$ cat config.mk
export PLATFORM = sky130hd
export DESIGN_NAME = pipeline_hazard_ctrl
export DESIGN_NICKNAME = d
export VERILOG_FILES = /design/src/rtl/pipe_ctrl_pkg.sv /design/src/rtl/hazard_fwd_unit.sv /design/src/rtl/pipeline_hazard_ctrl.sv
export SDC_FILE = /design/constraint.sdc
export NUM_CORES = 1
export LEC_CHECK = 0
export ABC_AREA = 1
export CAP_MARGIN = 30
export CELL_PAD_IN_SITES_DETAIL_PLACEMENT = 2
export CELL_PAD_IN_SITES_GLOBAL_PLACEMENT = 2
export CORE_AREA = 10 10 151 153
export DETAILED_ROUTE_END_ITERATION = 7
export DIE_AREA = 0 0 161 163
export HOLD_SLACK_MARGIN = 0.02
export MAX_ROUTING_LAYER = met4
export PLACE_DENSITY = 0.88
export SLEW_MARGIN = 20
export SYNTH_ARGS = -nofsm -noshare
export SYNTH_HDL_FRONTEND = slang
export SYNTH_SLANG_ARGS = --single-unit
$ cat constraint.sdc
create_clock -name clk_i -period 1.8 [get_ports clk_i]
set_input_delay 0.36 -clock clk_i [delete_from_list [all_inputs] [get_ports clk_i]]
set_output_delay 0.36 -clock clk_i [all_outputs]
set_load 0.03 [all_outputs]
$ cat src/rtl/pipe_ctrl_pkg.sv
// Shared types and constants for the pipeline hazard controller.
package pipe_ctrl_pkg;

    localparam int unsigned REG_AW = 5;
    localparam int unsigned FWD_W  = 2;

    // EX operand source selects
    localparam logic [FWD_W-1:0] FWD_RF = 2'b00;
    localparam logic [FWD_W-1:0] FWD_MW = 2'b01;
    localparam logic [FWD_W-1:0] FWD_EM = 2'b10;

    typedef enum logic {
        RUN      = 1'b0,
        MEM_WAIT = 1'b1
    } ctrl_state_e;

    // Stall/flush enables driven into the PC and pipeline registers
    typedef struct packed {
        logic pc_stall;
        logic pc_branch_en;
        logic fd_stall;
        logic fd_flush;
        logic de_stall;
        logic de_flush;
        logic em_stall;
        logic mw_bubble;
    } hazard_ctrl_t;

endpackage

$ cat src/rtl/hazard_fwd_unit.sv
// Forwarding compare for one EX operand: picks EM over MW over regfile.
// Ports: rs (operand source reg), em_rd/em_reg_write, mw_rd/mw_reg_write,
//        fwd_sel_c (combinational select, FWD_* encoding).
module hazard_fwd_unit
    import pipe_ctrl_pkg::*;
(
    input  logic [REG_AW-1:0] rs,
    input  logic [REG_AW-1:0] em_rd,
    input  logic              em_reg_write,
    input  logic [REG_AW-1:0] mw_rd,
    input  logic              mw_reg_write,
    output logic [FWD_W-1:0]  fwd_sel_c
);

    // x0 is hardwired zero, so a write to it never forwards
    always_comb begin
        fwd_sel_c = FWD_RF;
        if (em_reg_write && (em_rd != '0) && (em_rd == rs)) begin
            fwd_sel_c = FWD_EM;
        end else if (mw_reg_write && (mw_rd != '0) && (mw_rd == rs)) begin
            fwd_sel_c = FWD_MW;
        end
    end

endmodule

$ cat src/rtl/pipeline_hazard_ctrl.sv
// Stall/flush/forward controller for the 5-stage RV32 pipeline.
// Inputs: decode/execute source regs and use bits, EX load/rd and branch
//   resolution, EM/MW rd + reg_write, dmem request/ready handshake.
// Outputs: PC/FD/DE/EM stall and flush enables, MW bubble, EX forwarding
//   selects (combinational), sticky dmem timeout flag and wrapping
//   stall-cycle / branch-flush performance counters (registered).
module pipeline_hazard_ctrl
    import pipe_ctrl_pkg::*;
#(
    parameter int unsigned MEM_TIMEOUT = 255,
    parameter int unsigned CNT_W       = 32
) (
    input  logic              clk_i,
    input  logic              reset_i,
    input  logic [REG_AW-1:0] d_rs1_i,
    input  logic [REG_AW-1:0] d_rs2_i,
    input  logic              d_uses_rs1_i,
    input  logic              d_uses_rs2_i,
    input  logic [REG_AW-1:0] de_rs1_i,
    input  logic [REG_AW-1:0] de_rs2_i,
    input  logic [REG_AW-1:0] de_rd_i,
    input  logic              de_mem_read_i,
    input  logic              e_pc_select_i,
    input  logic [REG_AW-1:0] em_rd_i,
    input  logic              em_reg_write_i,
    input  logic              dmem_req_i,
    input  logic              dmem_ready_i,
    input  logic [REG_AW-1:0] mw_rd_i,
    input  logic              mw_reg_write_i,
    output logic              pc_stall_o,
    output logic              pc_branch_en_o,
    output logic              fd_stall_o,
    output logic              fd_flush_o,
    output logic              de_stall_o,
    output logic              de_flush_o,
    output logic              em_stall_o,
    output logic              mw_bubble_o,
    output logic [FWD_W-1:0]  fwd_a_o,
    output logic [FWD_W-1:0]  fwd_b_o,
    output logic              mem_timeout_o,
    output logic [CNT_W-1:0]  stall_cycles_o,
    output logic [CNT_W-1:0]  flush_count_o
);

    localparam int unsigned WAIT_W = $clog2(MEM_TIMEOUT + 1);

    ctrl_state_e       state, state_nxt;
    logic [WAIT_W-1:0] wait_cnt, wait_cnt_nxt;
    hazard_ctrl_t      ctrl;
    logic              freeze;
    logic              branch_taken;
    logic              load_use;
    logic [FWD_W-1:0]  fwd_a_c, fwd_b_c;

    hazard_fwd_unit u_fwd_a (
        .rs           (de_rs1_i),
        .em_rd        (em_rd_i),
        .em_reg_write (em_reg_write_i),
        .mw_rd        (mw_rd_i),
        .mw_reg_write (mw_reg_write_i),
        .fwd_sel_c    (fwd_a_c)
    );

    hazard_fwd_unit u_fwd_b (
        .rs           (de_rs2_i),
        .em_rd        (em_rd_i),
        .em_reg_write (em_reg_write_i),
        .mw_rd        (mw_rd_i),
        .mw_reg_write (mw_reg_write_i),
        .fwd_sel_c    (fwd_b_c)
    );

    assign load_use = de_mem_read_i && (de_rd_i != '0) &&
                      ((d_uses_rs1_i && (de_rd_i == d_rs1_i)) ||
                       (d_uses_rs2_i && (de_rd_i == d_rs2_i)));

    // Next state and stall/flush decode; priority freeze > branch > load-use
    always_comb begin
        ctrl         = '0;
        state_nxt    = state;
        wait_cnt_nxt = wait_cnt;
        freeze       = 1'b0;
        branch_taken = 1'b0;

        if (!reset_i) begin
            ctrl.fd_flush  = 1'b1;
            ctrl.de_flush  = 1'b1;
            ctrl.mw_bubble = 1'b1;
            state_nxt      = RUN;
            wait_cnt_nxt   = '0;
        end else begin
            unique case (state)
                RUN:      freeze = dmem_req_i && !dmem_ready_i;
                MEM_WAIT: freeze = !dmem_ready_i;
                default:  freeze = 1'b0;
            endcase

            if (freeze) begin
                ctrl.pc_stall  = 1'b1;
                ctrl.fd_stall  = 1'b1;
                ctrl.de_stall  = 1'b1;
                ctrl.em_stall  = 1'b1;
                ctrl.mw_bubble = 1'b1;
                state_nxt      = MEM_WAIT;
                if (state == RUN) begin
                    wait_cnt_nxt = WAIT_W'(1);
                end else if (wait_cnt != '1) begin
                    wait_cnt_nxt = wait_cnt + WAIT_W'(1);
                end
            end else begin
                state_nxt    = RUN;
                wait_cnt_nxt = '0;
                if (e_pc_select_i) begin
                    // Taken branch squashes the dependent instr, so no load-use stall
                    branch_taken      = 1'b1;
                    ctrl.fd_flush     = 1'b1;
                    ctrl.de_flush     = 1'b1;
                    ctrl.pc_branch_en = 1'b1;
                end else if (load_use) begin
                    ctrl.pc_stall = 1'b1;
                    ctrl.fd_stall = 1'b1;
                    ctrl.de_flush = 1'b1;
                end
            end
        end
    end

    // State, wait counter, sticky timeout and performance counters
    always_ff @(posedge clk_i) begin
        if (!reset_i) begin
            state          <= RUN;
            wait_cnt       <= '0;
            mem_timeout_o  <= 1'b0;
            stall_cycles_o <= '0;
            flush_count_o  <= '0;
        end else begin
            state    <= state_nxt;
            wait_cnt <= wait_cnt_nxt;
            if (wait_cnt_nxt == WAIT_W'(MEM_TIMEOUT)) begin
                mem_timeout_o <= 1'b1;
            end
            if (ctrl.pc_stall) begin
                stall_cycles_o <= stall_cycles_o + CNT_W'(1);
            end
            if (branch_taken) begin
                flush_count_o <= flush_count_o + CNT_W'(1);
            end
        end
    end

    assign pc_stall_o     = ctrl.pc_stall;
    assign pc_branch_en_o = ctrl.pc_branch_en;
    assign fd_stall_o     = ctrl.fd_stall;
    assign fd_flush_o     = ctrl.fd_flush;
    assign de_stall_o     = ctrl.de_stall;
    assign de_flush_o     = ctrl.de_flush;
    assign em_stall_o     = ctrl.em_stall;
    assign mw_bubble_o    = ctrl.mw_bubble;
    assign fwd_a_o        = reset_i ? fwd_a_c : FWD_RF;
    assign fwd_b_o        = reset_i ? fwd_b_c : FWD_RF;

endmodule

==> metrics.yaml, run 1 <==
clocking:
  htreeDepth: 3
  cts_made_buffers: 9
  cts_buffer_depth: 2
  cts_hold_buf: 0
  clk_latency_ps: 350
  clock_sinks: 74
  clockRootBuffer: "clkbuf_16"
  cts_tree: "built"
  clk_pin_slew_ps: 60
logic_synthesis:
  synth_area_um2: 5067
  synthesis.nets: 893
  ys_types: 34
  ys_seq_area_share_pct: 29.23
  syn_inst: 845
  yosys_warnings: 0
  synth_area_per_cell_um2: 5.997
  synth-seq-cells: 74
timing:
  slew_viol_final: 0
  fin_tns_setup_ps: 0
  hold_viol: 0
  fin_crit_ps: 1797
  setup_violations: 0
  fmax_mhz: 556.5
  rsz0062_at_grt: "yes"
  maxSlewHeadroom_pct: 71.12
  fin_skew_ps: 11.34
  finalHoldWorstSlack_ps: 491.3
  finalCritPeriodShare_pct: 99.84
  worst_slew_pin_slew_ps: 433.2
setup_path:
  worst_setup_path_start_kind: "input pin"
  endpoint: "fwd_b_o[0]"
  cp-end-kind: "primary output"
  cp-startpoint: "de_rs2_i[3]"
  arrival_ps: 1440
  path_max_fanout: 2
  worstSetupPathType: "in -> out"
  r2r_cells: 9
  reg2reg_from: "state$_DFF_P_"
  r2r_end: "flush_count_o[7]$_SDFFE_PN0P_"
  r2r_slack_ps: 60
  required_ps: 1440
detailed_routing:
  viasPerCell: 4.942
  drt_iter0_drc: 297
  wl_per_cell_um: 19.43
  finalWirelength_um: 25310
  first_pass_iters: 4
  dr_total_vias: 6439
  ant_nets: 0
  drc: 0
layout:
  postLayoutCellArea_um2: 7596
  syn2layout_area_growth_pct: 49.90
  drive_above_1_share_pct: 23.16
  fin_util_pct: 38.15
  final_nets: 1075
global_route:
  grt_max_degree: 32
  gr-usage-all-layers_pct: 18.36
  grt_pass1_wl_um: 38140
  grt-ovfl-total: 0
  antenna_found_initial: 1
  first_global_vias: 7221
pwr:
  clock_power_share_pct: 45.7
  powerDensity_nw_per_um2: 550.1
  switchingPower_w: 0.001192
  p_leak_nw: 3.255
  combPwrFrac_pct: 14.6
  pwr-share-seq_pct: 39.7
  ir_worst_vdd_mv: 0.4576
  power_w: 0.004179
  p_int_w: 0.002987
  switching_share_pct: 28.52
die:
  start_util_pct: 25.45
  fp-row-count: 52
  die_h_um: 163
  dieArea_um2: 26240
  die-width_um: 161
  io_pins: 122
  core_area_um2: 19910
min_path:
  worstHoldPathType: "reg -> reg"
run_status:
  status: "finished clean"
placed_design:
  globalplace.congestion: 0.8486
  numPortBuffers: 121
  placed_area_um2: 6952
  dp_hpwl_um: 18150
flow_run:
  cap_violations: 0
-- logic make-up (layout without fill, tap and decap cells) --
logic type / Yosys count / count (layout) / share of synthesized area, %
xor gates and xnor gates: 39 / 39 / 6.741
DFF: 74 / 74 / 29.23
buffers and inverters: 92 / 279 / 7.284
other: 0 / 1 / 0
adders and majority gates: 3 / 3 / 0.7408
and+or+nand+nor: 549 / 549 / 46.84
AOI/OAI and AO/OA: 88 / 88 / 9.161
-- worst min-delay path by stage --
stage	endpoint	slack, ps	startpoint	cells after the start
floorplan	flush_count_o[3]$_SDFFE_PN0P_	500	reset_i	2
global route	mem_timeout_o$_SDFFE_PN0N_	520	mem_timeout_o$_SDFFE_PN0N_	2
global placement	mem_timeout_o$_SDFFE_PN0N_	440	mem_timeout_o$_SDFFE_PN0N_	2
finish	mem_timeout_o$_SDFFE_PN0N_	490	mem_timeout_o$_SDFFE_PN0N_	2
CTS	mem_timeout_o$_SDFFE_PN0N_	470	mem_timeout_o$_SDFFE_PN0N_	2
detailed placement	mem_timeout_o$_SDFFE_PN0N_	460	mem_timeout_o$_SDFFE_PN0N_	2
-- cells in the mapped netlist --
| master | n | share of area [%] |
|---|---|---|
| nand2_1 | 305 | 23 |
| nor2_1 | 111 | 8.2 |
| dfxtp_1 | 74 | 29 |
| a21oi_1 | 64 | 6.3 |
| inv_1 | 64 | 4.7 |
| nand3_1 | 62 | 6.1 |
| xor2_1 | 23 | 4.0 |
| nand3b_1 | 22 | 3.3 |
| xnor2_1 | 16 | 2.8 |
| o21ai_0 | 15 | 1.5 |
| buf_2 | 13 | 1.3 |
| nor3_1 | 12 | 1.2 |
| nor2_2 | 10 | 1.2 |
| nand4_1 | 9 | 1.1 |
| clkbuf_1 | 7 | 0.52 |
| inv_2 | 6 | 0.44 |
| nand2_2 | 4 | 0.49 |
| ha_1 | 3 | 0.74 |
| nand3_2 | 3 | 0.59 |
| nor3_2 | 3 | 0.59 |
| a31oi_1 | 2 | 0.25 |
| buf_4 | 2 | 0.30 |
| nor2_4 | 2 | 0.44 |
| nor3b_1 | 2 | 0.30 |
| o21ai_1 | 2 | 0.20 |
| a211oi_1 | 1 | 0.15 |
| a22o_1 | 1 | 0.17 |
| and3_1 | 1 | 0.12 |
| nor3_4 | 1 | 0.32 |
| nor4_1 | 1 | 0.12 |
| o21a_1 | 1 | 0.15 |
| o21ai_4 | 1 | 0.32 |
| o22ai_1 | 1 | 0.12 |
| or2_2 | 1 | 0.12 |
-- power by group through the flow --
| stage | logic [W] | clock network [W] | registers [W] |
|---|---|---|---|
| 2_1_floorplan | 0.000212 | 0 | 0.00171 |
| 3_3_place_gp | 0.000514 | 0 | 0.00169 |
| 3_5_place_dp | 0.000533 | 0 | 0.00169 |
| 4_1_cts | 0.000554 | 0.00195 | 0.00166 |
| 5_1_grt | 0.000655 | 0.00201 | 0.00166 |
| 6_report | 0.000611 | 0.00191 | 0.00166 |
-- state kept, by name (all words and copies together) (netlist names) --
register        flops
stall_cycles_o     32
mem_timeout_o       1
state               1
wait_cnt            8
flush_count_o      32
-- per-stage QoR --
step                std cells  setup WS, ps
floorplan                 845        -5.883
global placement         1266        -335.5
detailed placement       1266        -412.0
CTS                      1296        -11.62
global route             1303        -92.20
finish                   1303         2.904
-- cell type report --
cell class	instances	area, um^2
fill	2405	12310
timing repair buffer	193	1685
clock inverter	7	70.07
inverter	70	272.8
antenna	1	2.502
sequential	74	1496
tap	270	337.8
multi-input combinational	679	3506
clock buffer	9	225.2
-- metal layers --
| layer | GRT usage, % | up-vias | wire length, um | part of all wire [%] |
|---|---|---|---|---|
| met5 | - | - | 0 | 0 |
| met4 | 6.948 | 0 | 586 | 2.3 |
| met3 | 3.792 | 41 | 997 | 3.9 |
| met2 | 32.65 | 142 | 13270 | 52 |
| met1 | 19.74 | 3186 | 10450 | 41 |
| li1 | - | 3070 | - | - |
-- placed cells by master (no fill, tap or decap), drive strengths merged, types with 22 or more instances in the layout --
master | netlist | routed
clkbuf | 7 | 28
a21oi | 64 | 64
buf | 15 | 96
inv | 70 | 70
nor2 | 123 | 123
dlygate4sd2 | 0 | 68
nand3b | 22 | 22
xor2 | 23 | 23
dfxtp | 74 | 74
nand2 | 309 | 309
nand3 | 65 | 65
-- repair_timing --
item | in CTS | in global routing
buffers inserted | 14 | 7
cloned | 0 | 2
resized for setup | 177 | 121
pin swaps | 34 | 41
setup endpoints to repair | 77 | 66
-- worst max-delay path, stage by stage --
cell	delay [ps]
buf_2	120
buf_4	130
nand2_1	100
o21ai_2	90
nor4_2	270
and3_4	230
buf_6	130
Note: power is estimated with default switching activity, not from simulation.
==> run 2: changes to the inputs <==
- CAP_MARGIN: 30 -> default
==> results of run 2 <==
The final DEF is identical to that of run 1; final timing and power are the same.
